### src/rtl/falafel_alloc_fsm.sv
// First-fit malloc engine: walks the singly linked free list through the LSU header port under LOCK/UNLOCK.
// Latency: 1 cycle to respond for a bad size, otherwise 1 issue cycle + LSU latency per op, plus 1 cycle each for CHECK and FIT.
// Backpressure: LSU request fields are held until lsu_ready_i; the result is held until alloc_rsp_rdy_i; new requests are accepted only in IDLE.
//
// Ports: clk_i/rst_ni (async active-low); alloc_req_* client request (val/rdy/size);
//        alloc_rsp_* client result (val/rdy/ok/addr); lsu_req_o/lsu_ready_i LSU request;
//        lsu_rsp_i/lsu_rsp_rdy_o LSU response.
// Build option: define FALAFEL_SPLIT_EN to split oversized blocks; when undefined, every fit unlinks the whole block.

package falafel_pkg;
    localparam int DATA_W = 32;

    typedef enum logic [2:0] {
        LSU_LOAD                    = 3'd0,
        LSU_LOCK                    = 3'd1,
        LSU_UNLOCK                  = 3'd2,
        LSU_EDIT_NEXT_ADDR          = 3'd3,
        LSU_EDIT_SIZE_AND_NEXT_ADDR = 3'd4
    } lsu_op_e;

    typedef struct packed {
        logic [DATA_W-1:0] addr;
        logic [DATA_W-1:0] size;
        logic [DATA_W-1:0] next_addr;
    } header_t;

    typedef struct packed {
        logic    val;
        lsu_op_e lsu_op;
        header_t header;
    } header_req_t;

    typedef struct packed {
        logic    val;
        header_t header;
    } header_rsp_t;
endpackage

module falafel_alloc_fsm
    import falafel_pkg::*;
#(
    parameter logic [DATA_W-1:0] HEAD_ADDR    = '0,
    parameter int unsigned       HEADER_BYTES = 16,
    parameter int unsigned       ALIGN        = 8,
    parameter int unsigned       MIN_BLOCK    = 32,
    parameter int unsigned       MAX_WALK     = 1024
) (
    input  logic              clk_i,
    input  logic              rst_ni,
    input  logic              alloc_req_val_i,
    output logic              alloc_req_rdy_o,
    input  logic [DATA_W-1:0] alloc_req_size_i,
    output logic              alloc_rsp_val_o,
    input  logic              alloc_rsp_rdy_i,
    output logic              alloc_rsp_ok_o,
    output logic [DATA_W-1:0] alloc_rsp_addr_o,
    output header_req_t       lsu_req_o,
    input  logic              lsu_ready_i,
    input  header_rsp_t       lsu_rsp_i,
    output logic              lsu_rsp_rdy_o
);

    localparam int CNT_W = $clog2(MAX_WALK + 1);
    localparam logic [DATA_W:0]   NEED_ADD   = (DATA_W+1)'(HEADER_BYTES + ALIGN - 1);
    localparam logic [DATA_W-1:0] ALIGN_MASK = ~DATA_W'(ALIGN - 1);

    typedef enum logic [3:0] {
        S_IDLE, S_LOCK, S_LD_HEAD, S_CHECK, S_LD_CUR, S_FIT,
        S_SPLIT_NEW, S_LINK, S_MARK, S_UNLOCK, S_RESPOND
    } state_e;

    state_e            state_q, state_d;
    logic              wait_q, wait_d;     // 0 = ISSUE phase, 1 = WAIT phase of the current LSU op
    logic [DATA_W-1:0] need_q, need_d;
    logic [DATA_W-1:0] prev_q, prev_d;
    logic [DATA_W-1:0] cur_q, cur_d;
    logic [DATA_W-1:0] csize_q, csize_d;
    logic [DATA_W-1:0] cnext_q, cnext_d;
    logic [DATA_W-1:0] link_q, link_d;
    logic [CNT_W-1:0]  cnt_q, cnt_d;
    logic              ok_q, ok_d;
    logic              split_q, split_d;

    // Rounded block size; the extra top bit catches sizes that wrap the address space.
    logic [DATA_W:0]   need_sum;
    logic [DATA_W-1:0] need_val;
    logic              need_fail;

    assign need_sum  = {1'b0, alloc_req_size_i} + NEED_ADD;
    assign need_val  = need_sum[DATA_W-1:0] & ALIGN_MASK;
    assign need_fail = need_sum[DATA_W] || (alloc_req_size_i == '0);

    // LSU request decode: which op the current state owns and its header fields.
    logic    has_op;
    lsu_op_e req_op;
    header_t req_hdr;
    logic    rsp_fire;

    always_comb begin
        has_op  = 1'b1;
        req_op  = LSU_LOAD;
        req_hdr = '0;
        case (state_q)
            S_LOCK: begin
                req_op       = LSU_LOCK;
                req_hdr.addr = HEAD_ADDR;
            end
            S_LD_HEAD: begin
                req_op       = LSU_LOAD;
                req_hdr.addr = HEAD_ADDR;
            end
            S_LD_CUR: begin
                req_op       = LSU_LOAD;
                req_hdr.addr = cur_q;
            end
`ifdef FALAFEL_SPLIT_EN
            S_SPLIT_NEW: begin
                req_op            = LSU_EDIT_SIZE_AND_NEXT_ADDR;
                req_hdr.addr      = cur_q + need_q;
                req_hdr.size      = csize_q - need_q;
                req_hdr.next_addr = cnext_q;
            end
`endif
            S_LINK: begin
                req_op            = LSU_EDIT_NEXT_ADDR;
                req_hdr.addr      = prev_q;
                req_hdr.next_addr = link_q;
            end
            S_MARK: begin
                req_op            = LSU_EDIT_SIZE_AND_NEXT_ADDR;
                req_hdr.addr      = cur_q;
                req_hdr.size      = split_q ? need_q : csize_q;
                req_hdr.next_addr = '0;
            end
            S_UNLOCK: begin
                req_op       = LSU_UNLOCK;
                req_hdr.addr = HEAD_ADDR;
            end
            default: has_op = 1'b0;
        endcase

        lsu_req_o = '0;
        if (has_op && !wait_q) begin
            lsu_req_o.val    = 1'b1;
            lsu_req_o.lsu_op = req_op;
            lsu_req_o.header = req_hdr;
        end
        lsu_rsp_rdy_o = has_op && wait_q;
    end

    assign rsp_fire = lsu_rsp_rdy_o && lsu_rsp_i.val;

    // Next-state logic.
    always_comb begin
        state_d = state_q;
        wait_d  = wait_q;
        need_d  = need_q;
        prev_d  = prev_q;
        cur_d   = cur_q;
        csize_d = csize_q;
        cnext_d = cnext_q;
        link_d  = link_q;
        cnt_d   = cnt_q;
        ok_d    = ok_q;
        split_d = split_q;

        if (has_op && !wait_q && lsu_ready_i) begin
            wait_d = 1'b1;
        end
        if (rsp_fire) begin
            wait_d = 1'b0;
        end

        case (state_q)
            S_IDLE: begin
                if (alloc_req_val_i) begin
                    need_d  = need_val;
                    cnt_d   = '0;
                    ok_d    = 1'b0;
                    split_d = 1'b0;
                    state_d = need_fail ? S_RESPOND : S_LOCK;
                end
            end
            S_LOCK: begin
                if (rsp_fire) state_d = S_LD_HEAD;
            end
            S_LD_HEAD: begin
                if (rsp_fire) begin
                    prev_d  = HEAD_ADDR;
                    cur_d   = lsu_rsp_i.header.next_addr;
                    state_d = S_CHECK;
                end
            end
            S_CHECK: begin
                if ((cur_q == '0) || (cnt_q == CNT_W'(MAX_WALK))) begin
                    ok_d    = 1'b0;
                    state_d = S_UNLOCK;
                end else begin
                    state_d = S_LD_CUR;
                end
            end
            S_LD_CUR: begin
                if (rsp_fire) begin
                    csize_d = lsu_rsp_i.header.size;
                    cnext_d = lsu_rsp_i.header.next_addr;
                    cnt_d   = cnt_q + 1'b1;
                    if (lsu_rsp_i.header.size >= need_q) begin
                        state_d = S_FIT;
                    end else begin
                        prev_d  = cur_q;
                        cur_d   = lsu_rsp_i.header.next_addr;
                        state_d = S_CHECK;
                    end
                end
            end
            S_FIT: begin
`ifdef FALAFEL_SPLIT_EN
                // csize >= need here, so the subtraction cannot wrap.
                if ((csize_q - need_q) >= DATA_W'(MIN_BLOCK)) begin
                    split_d = 1'b1;
                    state_d = S_SPLIT_NEW;
                end else begin
                    link_d  = cnext_q;
                    state_d = S_LINK;
                end
`else
                link_d  = cnext_q;
                state_d = S_LINK;
`endif
            end
`ifdef FALAFEL_SPLIT_EN
            S_SPLIT_NEW: begin
                // Remainder header is written before anything points at it.
                if (rsp_fire) begin
                    link_d  = cur_q + need_q;
                    state_d = S_LINK;
                end
            end
`endif
            S_LINK: begin
                if (rsp_fire) state_d = S_MARK;
            end
            S_MARK: begin
                if (rsp_fire) begin
                    ok_d    = 1'b1;
                    state_d = S_UNLOCK;
                end
            end
            S_UNLOCK: begin
                if (rsp_fire) state_d = S_RESPOND;
            end
            S_RESPOND: begin
                if (alloc_rsp_rdy_i) state_d = S_IDLE;
            end
            default: state_d = S_IDLE;
        endcase
    end

    always_ff @(posedge clk_i or negedge rst_ni) begin
        if (!rst_ni) begin
            state_q <= S_IDLE;
            wait_q  <= 1'b0;
            need_q  <= '0;
            prev_q  <= '0;
            cur_q   <= '0;
            csize_q <= '0;
            cnext_q <= '0;
            link_q  <= '0;
            cnt_q   <= '0;
            ok_q    <= 1'b0;
            split_q <= 1'b0;
        end else begin
            state_q <= state_d;
            wait_q  <= wait_d;
            need_q  <= need_d;
            prev_q  <= prev_d;
            cur_q   <= cur_d;
            csize_q <= csize_d;
            cnext_q <= cnext_d;
            link_q  <= link_d;
            cnt_q   <= cnt_d;
            ok_q    <= ok_d;
            split_q <= split_d;
        end
    end

    assign alloc_req_rdy_o  = (state_q == S_IDLE);
    assign alloc_rsp_val_o  = (state_q == S_RESPOND);
    assign alloc_rsp_ok_o   = alloc_rsp_val_o && ok_q;
    assign alloc_rsp_addr_o = (alloc_rsp_val_o && ok_q) ? (cur_q + DATA_W'(HEADER_BYTES)) : '0;

    // The response address field carries nothing the walk needs.
    logic unused_rsp_addr;
    assign unused_rsp_addr = ^lsu_rsp_i.header.addr;

`ifndef FALAFEL_SPLIT_EN
    logic unused_min_block;
    assign unused_min_block = ^MIN_BLOCK;
`endif

endmodule

### config.mk
export PLATFORM = sky130hd
export DESIGN_NAME = falafel_alloc_fsm
export DESIGN_NICKNAME = d
export VERILOG_FILES = /design/src/rtl/falafel_alloc_fsm.sv
export SDC_FILE = /design/constraint.sdc
export NUM_CORES = 1
export LEC_CHECK = 0
export CORE_MARGIN = 4
export CORE_UTILIZATION = 36
export DETAILED_ROUTE_END_ITERATION = 10
export GPL_TIMING_DRIVEN = 0
export PLACE_DENSITY = 0.66
export RECOVER_POWER = 25
export SYNTH_ARGS = -nofsm -noshare
export SYNTH_HDL_FRONTEND = slang
export SYNTH_SLANG_ARGS = --single-unit
### constraint.sdc
create_clock -name clk_i -period 3 [get_ports clk_i]
set_clock_uncertainty 0.15 [all_clocks]
set_input_delay 0.45 -clock clk_i [delete_from_list [all_inputs] [get_ports clk_i]]
set_output_delay 0.45 -clock clk_i [all_outputs]
set_load 0.05 [all_outputs]
==> results.md <==
- Asr flop ratio synth: 100%
- Pin count of the biggest net entering global routing: 121
- Syn_nets: 1478
- Clock Tree Root: clkbuf_16
- Max stage delay on crit path: 0.37 ns
- TritonCTS clock tree: yes
- Net switching power: 0.00541 W
- Place WS: -0.967 ns
- Combinational power share: 45.9%
- Largest fanout on the critical path: 7
- GPL Wtd Cong: 0.891
- Number of DRC markers in iteration 0: 1079
- CP Data Arrival Time: 2.82 ns
- Met1 Wirelength: 16700 um
- WL final: 38000 um
- GR Util All Layers: 20.3%
- VDD IR max: 0.000409 V
- Critical Path Start Type: register
- Hold path start: csize_q[22]$_DFFE_PN0P_
- Clock power frac: 20.4%
- Setup crit end: lsu_req_o[26]
- Synth cell types: 55
- Initial core utilization: 36.7%
- RSZ-0062 raised after global routing: yes
- First-pass GRT wire length: 58600 um
- DIE AREA: 35300 um^2
- Width of the die: 188 um
- Fin crit share: 114%
- Synth area leaders: dfrtp_1, nand2_1, a22oi_1
- WL/cell: 18.8 um
- Metal3 WL: 2560 um
- Drt first pass iters: 6
- Synth warnings: 0
- Post-synthesis cell area: 11600 um^2
- Total CTS buffers: 24
- Clock Tree Buf Depth: 3
- Biggest area consumer among synthesized cells: dfrtp_1
- Reg2reg path depth: 9
- Row count: 65
- Antenna violations before repair: 3
- Worst Max-Slew Pin Slew: 2.03 ns
- Failing checks: max-capacitance violations, max-slew violations, negative setup slack
- Area share of the largest cell type after synthesis: 44.3%
- Worst hold path class: reg -> reg
- Synthesized area per cell: 8.87 um^2
- Layout cell share with drive strength beyond 1: 25.4%
- NumNets Final: 1776
- Status: finished, violations left
- Met2 wire len: 17900 um
- Area Growth Syn to Fin: 41.6%
- Ant diodes: 0
- Mapped Cells: 1311
- Final Max Tran Viols: 87
- Internal Power: 0.00833 W
- Minimum clock period: 3.42 ns
- RR Startpoint: need_q[25]$_DFFE_PN0P_
- Max H-tree Level: 1
- Die height: 188 um
- Final setup violation count: 65
- PwrDens: 834 nW/um^2
- Via count: 10896
- Max-cap violations: 1
- DR vias/cell: 5.39
- Ports: 270
- Final hold vios: 0
- Core Footprint: 31700 um^2
- Port bufs: 237
- Vias in the first global route: 10574
- FF-to-FF setup slack: 0.17 ns
- Max Freq: 292 MHz
- Ys flop type: dfrtp_1
- Critical path cell sequence: buf_6 -> nor2b_4 -> or3_4 -> and3_4 -> or2_1 -> buf_6 -> nor3_4 -> buf_12 -> buf_8 -> and2_4 -> buf_8
- #FFs+latches synth: 206
- Required time of the critical path: 2.40 ns
- Switching part of the total: 39.4%
- Post-synth EDFFs: 0
- Setup crit start: state_q[1]$_DFFE_PN0P_
- Setup CP Type: reg -> out
- Slew margin rel.: -35.3%
- Worst setup EP type: primary output
- Clock sink count: 206
- Seq pwr share: 33.8%
- Hold slack: 0.315 ns
- Most frequent cells in the layout: nand2_1, dfrtp_1, clkdlybuf4s50_1
- Reg clk slew, reported paths: 0.06 ns
- Critical-path top delay cell: dfrtp_1
- Number of remaining DRC errors: 0
- DRT antenna net count: 0
- Post-DP HPWL: 27500 um
- Top Layer Used: met5
- Grt total ovfl: 0
- Seq/Total Area, Yosys: 44.3%
- Leakage power: 7.49 nW
- Clk Latency, worst-skew pair: 0.53 ns
- Final worst slack: -0.421 ns
- Most common cell after layout, fill and taps aside: nand2_1
- Reg2reg end: cur_q[20]$_DFFE_PN0P_
repair_timing:
item	CTS	global route
hold buffers	1	0
pin swaps	20	51
setup buffers	18	26
endpoints found under the hold margin	86	0
gates cloned	5	1
setup endpoints to repair	176	177
gates resized for setup	955	165
registers in the layout (all words and copies together) (netlist names):
register and count:
cnext_q 32, cnt_q 11, csize_q 32, cur_q 32
link_q 32, need_q 29, ok_q 1, prev_q 32
state_q 4, wait_q 1
routing by layer:
layer  up-vias  GRT usage (%)
met5         -              0
met2       411           32.8
li1       5128              -
met1      5278           28.2
met4         6           5.31
met3        73           3.89
synthesized netlist by cell type, types with 5 or more instances:
cell type  number
buf_6           8
o21ai_1        24
inv_1          42
nand3_1        37
nand4_1        15
and3_1         14
clkbuf_1       73
and4_1          6
and2_1         76
mux2_2         35
o21ai_0        48
nand2_1       291
ha_1           33
a21oi_1        17
xnor2_1        18
a22oi_1        65
a31oi_1         6
nor2_1         92
o221a_1        32
xor2_1         44
buf_1           5
dfrtp_1       206
nor4_1         15
nor3_1         12
a22o_1         33
buf_2          14
layout make-up:
cell class	count	area [um^2]
repair buffers	288	2970
fillers	2891	15200
flip-flops and latches	206	5170
plain buffers	86	563
well taps	402	503
clock buffers	30	653
multi-input cells	961	6370
inverters	42	163
clock inverters	8	83.8
kinds of logic after synthesis:
kind of cell | share of synthesized area, %
flops | 44.3
fa+ha+maj | 3.55
mux | 3.39
compound gates | 15.9
simple gates | 22.8
buf+inv | 5.36
xor+xnor | 4.67
metrics by stage:
stage	TNS (ns)	std cells	area (um^2)	utilization, %	power [W]
floorplan	0	1311	11600	-	0.00800
global placement	-1667.56	1950	14500	45.7	0.00942
detailed placement	-125.23	1951	14500	45.8	0.00957
CTS	-21.20	1998	16000	50.5	0.0133
global route	-33.36	2023	16500	51.9	0.0146
finish	-19.90	2023	16500	51.9	0.0137
worst max-delay path, delay by kind of cell, from the launching register on:
family        cells  cell delay [ns]
simple gates      6             1.19
flops             1             0.37
buf+inv           5             0.73
worst min path at each step:
stage / to / cells after the start
6_report: csize_q[22]$_DFFE_PN0P_ / 2
5_1_grt: cnext_q[8]$_DFFE_PN0P_ / 2
2_1_floorplan: cnext_q[0]$_DFFE_PN0P_ / 0
3_5_place_dp: csize_q[22]$_DFFE_PN0P_ / 2
3_3_place_gp: cnext_q[9]$_DFFE_PN0P_ / 2
4_1_cts: csize_q[1]$_DFFE_PN0P_ / 2
power by group through the flow:
stage | logic, W | clock network (W) | registers [W]
after floorplan | 0.00372 | 0 | 0.00428
after global placement | 0.00496 | 0 | 0.00447
after detailed placement | 0.00508 | 0 | 0.00448
after CTS | 0.00579 | 0.00284 | 0.00462
after global routing | 0.00687 | 0.00297 | 0.00477
final | 0.00630 | 0.00280 | 0.00464
Power figures use the tool's default switching activity.
